$ cat src/rtl/my_pkg.sv
// Shared widths and FSM state type for the instruction-cache refill engine.
package my_pkg;
    localparam int DATA_WIDTH = 128;
    localparam int S_ADDR     = 60;
    localparam int BUS_WIDTH  = 64;
    localparam int BUS_ADDR_W = 64;

    typedef enum logic [1:0] {IDLE, REQ, DATA, DONE} refill_state_t;
endpackage

$ cat src/rtl/riscv_icache_refill.sv
// Refill engine: fetches one cache line as BEATS bus reads, returns it with a mem_ready pulse.
// Latency: mem_ready 2*BEATS+1 cycles after accept (1 cycle on a line-buffer hit), +1 per gnt/rvalid stall.
// Backpressure: bus_req held until gnt; dropping rden aborts after the outstanding beat. Option: RISCV_REFILL_LINE_BUF_EN.
module riscv_icache_refill
    import my_pkg::*;
(
    input  logic                  i_riscv_icache_refill_clk,
    input  logic                  i_riscv_icache_refill_rst,
    input  logic                  i_riscv_icache_refill_rden,
    input  logic [S_ADDR-1:0]     i_riscv_icache_refill_blk_addr,
    output logic                  o_riscv_icache_refill_mem_ready,
    output logic [DATA_WIDTH-1:0] o_riscv_icache_refill_mem_data,
    output logic                  o_riscv_icache_refill_bus_req,
    output logic [BUS_ADDR_W-1:0] o_riscv_icache_refill_bus_addr,
    input  logic                  i_riscv_icache_refill_bus_gnt,
    input  logic                  i_riscv_icache_refill_bus_rvalid,
    input  logic [BUS_WIDTH-1:0]  i_riscv_icache_refill_bus_rdata
);
    localparam int BEATS      = DATA_WIDTH / BUS_WIDTH;
    localparam int CNT_W      = (BEATS > 1) ? $clog2(BEATS) : 1;
    localparam int BEAT_BYTES = BUS_WIDTH / 8;
    localparam int LINE_OFF   = $clog2(DATA_WIDTH / 8);

    refill_state_t         state_q;
    logic [S_ADDR-1:0]     addr_q;
    logic [CNT_W-1:0]      beat_cnt;
    logic                  abort_q;
    logic                  rden_q;
    logic                  served_vld;
    logic [S_ADDR-1:0]     served_addr;
    logic [DATA_WIDTH-1:0] line_q;

    logic                  new_req;
    logic                  last_beat;
    logic [DATA_WIDTH-1:0] line_next;
`ifdef RISCV_REFILL_LINE_BUF_EN
    logic                  buf_vld;
    logic                  buf_hit;
`endif

    always_comb begin
        new_req   = i_riscv_icache_refill_rden &&
                    (!rden_q || !served_vld || (i_riscv_icache_refill_blk_addr != served_addr));
        last_beat = (beat_cnt == CNT_W'(BEATS - 1));
        line_next = line_q;
        line_next[int'(beat_cnt) * BUS_WIDTH +: BUS_WIDTH] = i_riscv_icache_refill_bus_rdata;
`ifdef RISCV_REFILL_LINE_BUF_EN
        // mem_data always holds the last completed line, so it doubles as the buffer data.
        buf_hit   = buf_vld && (i_riscv_icache_refill_blk_addr == served_addr);
`endif
    end

    always_ff @(posedge i_riscv_icache_refill_clk) begin
        if (i_riscv_icache_refill_rst) begin
            state_q                         <= IDLE;
            addr_q                          <= '0;
            beat_cnt                        <= '0;
            abort_q                         <= 1'b0;
            rden_q                          <= 1'b0;
            served_vld                      <= 1'b0;
            served_addr                     <= '0;
            line_q                          <= '0;
            o_riscv_icache_refill_mem_ready <= 1'b0;
            o_riscv_icache_refill_mem_data  <= '0;
            o_riscv_icache_refill_bus_req   <= 1'b0;
            o_riscv_icache_refill_bus_addr  <= '0;
`ifdef RISCV_REFILL_LINE_BUF_EN
            buf_vld                         <= 1'b0;
`endif
        end else begin
            rden_q <= i_riscv_icache_refill_rden;
            case (state_q)
                IDLE: begin
                    if (new_req) begin
                        addr_q   <= i_riscv_icache_refill_blk_addr;
                        beat_cnt <= '0;
                        abort_q  <= 1'b0;
`ifdef RISCV_REFILL_LINE_BUF_EN
                        if (buf_hit) begin
                            state_q                         <= DONE;
                            o_riscv_icache_refill_mem_ready <= 1'b1;
                        end else
`endif
                        begin
                            state_q                        <= REQ;
                            o_riscv_icache_refill_bus_req  <= 1'b1;
                            o_riscv_icache_refill_bus_addr <=
                                {i_riscv_icache_refill_blk_addr, {LINE_OFF{1'b0}}};
                        end
                    end
                end
                REQ: begin
                    if (!i_riscv_icache_refill_rden) begin
                        abort_q <= 1'b1;
`ifdef RISCV_REFILL_LINE_BUF_EN
                        buf_vld <= 1'b0;
`endif
                    end
                    if (i_riscv_icache_refill_bus_gnt) begin
                        o_riscv_icache_refill_bus_req <= 1'b0;
                        state_q                       <= DATA;
                    end
                end
                DATA: begin
                    if (i_riscv_icache_refill_bus_rvalid) begin
                        line_q <= line_next;
                        if (abort_q || !i_riscv_icache_refill_rden) begin
                            abort_q <= 1'b0;
                            state_q <= IDLE;
`ifdef RISCV_REFILL_LINE_BUF_EN
                            buf_vld <= 1'b0;
`endif
                        end else if (last_beat) begin
                            o_riscv_icache_refill_mem_data  <= line_next;
                            o_riscv_icache_refill_mem_ready <= 1'b1;
                            state_q                         <= DONE;
                        end else begin
                            beat_cnt                       <= beat_cnt + 1'b1;
                            o_riscv_icache_refill_bus_req  <= 1'b1;
                            o_riscv_icache_refill_bus_addr <=
                                o_riscv_icache_refill_bus_addr + BUS_ADDR_W'(BEAT_BYTES);
                            state_q                        <= REQ;
                        end
                    end else if (!i_riscv_icache_refill_rden) begin
                        abort_q <= 1'b1;
`ifdef RISCV_REFILL_LINE_BUF_EN
                        buf_vld <= 1'b0;
`endif
                    end
                end
                DONE: begin
                    o_riscv_icache_refill_mem_ready <= 1'b0;
                    served_addr                     <= addr_q;
                    served_vld                      <= 1'b1;
`ifdef RISCV_REFILL_LINE_BUF_EN
                    buf_vld                         <= 1'b1;
`endif
                    state_q                         <= IDLE;
                end
                default: state_q <= IDLE;
            endcase
        end
    end
endmodule

$ cat config.mk
export PLATFORM = sky130hd
export DESIGN_NAME = riscv_icache_refill
export DESIGN_NICKNAME = d
export VERILOG_FILES = /design/src/rtl/my_pkg.sv /design/src/rtl/riscv_icache_refill.sv
export SDC_FILE = /design/constraint.sdc
export NUM_CORES = 1
export LEC_CHECK = 0
export ABC_AREA = 1
export BUFFER_PORTS_ARGS = -buffer_cell sky130_fd_sc_hd__buf_4
export CAP_MARGIN = 25
export CORE_ASPECT_RATIO = 0.8
export CORE_MARGIN = 3
export CORE_UTILIZATION = 46
export CTS_BUF_LIST = sky130_fd_sc_hd__clkbuf_16
export CTS_CLUSTER_DIAMETER = 100
export DETAILED_ROUTE_END_ITERATION = 8
export PLACE_DENSITY = 0.67
export SETUP_SLACK_MARGIN = 0.2
export SKIP_LAST_GASP = 1
export SLEW_MARGIN = 20
export SYNTH_ARGS = -nofsm -noshare
export SYNTH_HDL_FRONTEND = slang
export SYNTH_SLANG_ARGS = --single-unit
export TNS_END_PERCENT = 20
$ cat constraint.sdc
create_clock -name i_riscv_icache_refill_clk -period 2.25 [get_ports i_riscv_icache_refill_clk]
set_clock_uncertainty 0.2 [all_clocks]
set_input_delay 0.225 -clock i_riscv_icache_refill_clk [delete_from_list [all_inputs] [get_ports i_riscv_icache_refill_clk]]
set_output_delay 0.225 -clock i_riscv_icache_refill_clk [all_outputs]
set_load 0.1 [all_outputs]
==> metrics.yaml <==
outcome:
  outcome: "complete, but fails checks"
  violations: "negative setup slack"
sta:
  setup_viol: 12
  finalHoldViolCount: 0
  finalCritPeriodShare_pct: 102
  relSlewSlack_pct: 46.1
  worst_pin_slew_ns: 0.809
  slew_violations: 0
  rsz0062_at_grt: "true"
  fin_crit_ns: 2.29
  setup_slack_ns: -0.0394
  fmax_ghz: 0.437
yosys:
  synthAdderAreaFrac_pct: 0.310
  yosysWarningCount: 0
  syn_inst: 2785
  synthMuxAreaShare_pct: 3.82
  synth_simple_gate_area_share_pct: 20.2
  yosysSeqAreaShare_pct: 44.1
  ys_ff_latch: 445
  synth_compound_area_share_pct: 21.5
  async_flop_share_pct: 0
  synthXorXnorAreaFrac_pct: 1.17
  synth_edf_count: 0
  synth_top_area_cell: "dfxtp_1"
  synth.cell_area_mm2: 0.0202
  avgSynthCellArea_um2: 7.25
  ys_types: 40
  synthFlopType: "dfxtp_1"
  synth_top_family_by_area: "compound AO/OA/AOI/OAI gates"
  synth_top_cell_area_share_pct: 44.1
  yosys-top-cells-area: "dfxtp_1 44%, nand2_1 8.5%, o21ai_0 8.4%, a21oi_1 8.0%, nor2_1 6.5%"
setup_path:
  regToRegSetupSlack_ns: 0.02
  crit_end: "addr_q[11]"
  crit_path_max_fanout: 8
  end_kind: "flip-flop"
  critical_path_depth: 17
  path_common_cell: "nand2_1"
  crit_arrival_ns: 2.57
  cpMaxStageDelayCell: "dlygate4sd3_1"
  critPathTopFamily: "buffers and inverters"
  startpoint: "i_riscv_icache_refill_blk_addr[16]"
  cpPeakStageDelay_ns: 0.66
  required_ns: 2.53
  critPathLaunchType: "input port"
  r2r_cells: 12
  worst-path-buf-inv: 6
  r2r-end: "o_riscv_icache_refill_bus_addr[27]"
  worstSetupPathType: "input port to flip-flop"
  path_cells: "buf_4, dlygate4sd3_1, inv_1, nand2_1, nand2_1, nor2_1, nand2_1, nor2_1, nand2_1, nor2_2, nand2_2, nand3_4, buf_12, buf_6, buf_16, o21ai_1, a21oi_1"
  timing.rr.start: "o_riscv_icache_refill_bus_addr[4]"
cts:
  clk_pin_slew_worst_paths_ns: 0.06
  cts_buffer_depth: 3
  cts_htree_levels: 2
  tritoncts: "built"
  cts-root-buf: "clkbuf_16"
  cts.sinks: 445
  clock_latency_ns: 0.57
  cts_buffers: 46
cells_and_area:
  layout_commonest_cell: "nand2_1"
  final_cells: 3852
  layout_common_cells: "441 x nand2_1, 432 x buf_4, 379 x dfxtp_1"
  post-route-util_pct: 64.7
  drive_gt1_share_pct: 21.5
  synthToLayoutAreaGrowth_pct: 36.4
  finalNetCount: 3393
power:
  p_seq_share_pct: 37.9
  ir_drop_mv: 0.661
  p_comb_share_pct: 31.6
  internal-power_mw: 15.8
  p_leak_nw: 11.5
  pwr_density_cell_mw_per_mm2: 911
  p_switching_mw: 9.27
  clkPwrFrac_pct: 30.5
  p_sw_share_pct: 36.9
global_routing:
  grtUsageTotal_pct: 29.9
  antenna_found_initial: 6
  grt_pass1_wl_um: 111000
  grt_pass1_vias: 19500
  grt-ovfl-total: 0
  grt_max_degree: 156
routing:
  drtPass1Iterations: 5
  wl_per_cell_um: 18.8
  wl_um: 72200
  drt_iter0_markers: 2046
  via_count: 21000
  ant_nets: 0
  avgViaCountPerCell: 5.45
  drcViolationCount: 0
place:
  dp.cells: 3601
  gp_congestion: 0.943
  hpwl_um: 49200
  io_buffers: 319
floorplan:
  dieArea_mm2: 0.0464
  die_w_um: 240
  fp-row-count: 67
  fp.dieH_um: 193
  num_io_pins: 323
  core_mm2: 0.0426
  start_util_pct: 47.4
run:
  maxCapViolations: 0
min_path:
  hp-class: "input port to flip-flop"
[cell type report]
type	instances	area [um2]
Fill cell	3659	15000
Multi-Input combinational cell	1898	9820
Timing Repair Buffer	607	5500
Clock buffer	47	1180
Tap cell	552	691
Clock inverter	38	322
Sequential cell	445	9030
Inverter	261	992
Antenna cell	4	10.0
[worst min path at each step]
stage          cells past startpoint  slack, ns                                 end                          startpoint
2_1_floorplan                      2       0.15                              rden_q          i_riscv_icache_refill_rden
3_3_place_gp                       2       0.24                          addr_q[28]                          addr_q[28]
3_5_place_dp                       2       0.24                          addr_q[36]                          addr_q[36]
4_1_cts                            6      0.003  o_riscv_icache_refill_bus_addr[52]  i_riscv_icache_refill_blk_addr[48]
5_1_grt                            6       0.05  o_riscv_icache_refill_bus_addr[61]  i_riscv_icache_refill_blk_addr[57]
6_report                           6       0.04  o_riscv_icache_refill_bus_addr[52]  i_riscv_icache_refill_blk_addr[48]
[repair_timing]
action | 4_1_cts | 5_1_grt
endpoints found under the hold margin | 349 | 0
setup endpoints to repair | 129 | 337
gates resized for setup | 46 | 56
pin swaps | 17 | 16
cloned | 8 | 6
setup buffers | 14 | 5
hold buffers | 129 | 0
[state kept, by name, indices dropped and copies added (netlist names)]
name                             cells
addr_q                              60
rden_q                               1
beat_cnt                             1
o_riscv_icache_refill_mem_ready      1
o_riscv_icache_refill_bus_req        1
abort_q                              1
o_riscv_icache_refill_mem_data     128
served_addr                         60
o_riscv_icache_refill_bus_addr      61
served_vld                           1
line_q                             128
state_q                              2
[logic make-up after synthesis]
group,after synthesis
other,1
AO/OA/AOI/OAI,801
AND/OR/NAND/NOR,984
flip-flops,445
multiplexers,77
buffers and inverters,445
adder cells (fa/ha/maj),5
XOR/XNOR,27
[worst reg2reg max path, delay by kind of cell (launching register included)]
| family | cells | cell delay, ns |
|---|---|---|
| xor+xnor | 1 | 0.33 |
| fa+ha+maj | 1 | 0.16 |
| buf+inv | 1 | 0.15 |
| flops | 1 | 0.38 |
| mux | 1 | 0.13 |
| simple gates | 8 | 0.82 |
[power by group through the flow]
| stage | Combinational (mW) | Sequential (mW) | Clock, mW |
|---|---|---|---|
| CTS | 7.48 | 9.48 | 7.79 |
| floorplan | 2.74 | 11.5 | 0 |
| global placement | 6.61 | 9.62 | 0 |
| finish | 7.93 | 9.51 | 7.66 |
| global route | 8.44 | 9.60 | 8.09 |
| detailed placement | 6.73 | 9.65 | 0 |
[through the flow]
step | TNS (ns) | power [mW] | instance area (um2) | setup WS (ns) | hold WS [ns]
6_report | -0.137 | 25.1 | 27500 | -0.0394 | 0.0358
3_3_place_gp | -0.209 | 16.2 | 23900 | -0.0260 | 0.236
2_1_floorplan | 0 | 14.3 | 20300 | 0.0674 | 0.150
5_1_grt | -5.33 | 26.1 | 27500 | -0.0916 | 0.0513
4_1_cts | 0 | 24.7 | 27200 | 0.0762 | 0.00274
3_5_place_dp | -2.44 | 16.4 | 23900 | -0.0611 | 0.243
[routing by layer]
layer	GRT usage (%)	part of all wire (%)
met5	0	0.024
met1	43.2	44
met3	7.47	10
met4	7.50	2.5
met2	44.7	43
[cell usage after synthesis, types with 2 or more instances]
| cell | count |
|---|---|
| nand2_1 | 455 |
| dfxtp_1 | 445 |
| nor2_1 | 352 |
| o21ai_0 | 338 |
| a21oi_1 | 323 |
| inv_1 | 259 |
| a211oi_1 | 128 |
| clkbuf_1 | 113 |
| nand3_1 | 95 |
| mux2i_1 | 77 |
| buf_2 | 49 |
| nor3_1 | 24 |
| xor2_1 | 20 |
| nand4_1 | 17 |
| buf_1 | 11 |
| o21ai_1 | 9 |
| or2_2 | 9 |
| buf_4 | 8 |
| xnor2_1 | 7 |
| ha_1 | 5 |
| nor2_2 | 5 |
| nand2_2 | 4 |
| nand2_4 | 4 |
| nor2_4 | 4 |
| and2_1 | 3 |
| buf_6 | 3 |
| nor4_1 | 3 |
| nand3_2 | 2 |
| nor3_2 | 2 |
Power figures use the tool's default switching activity.
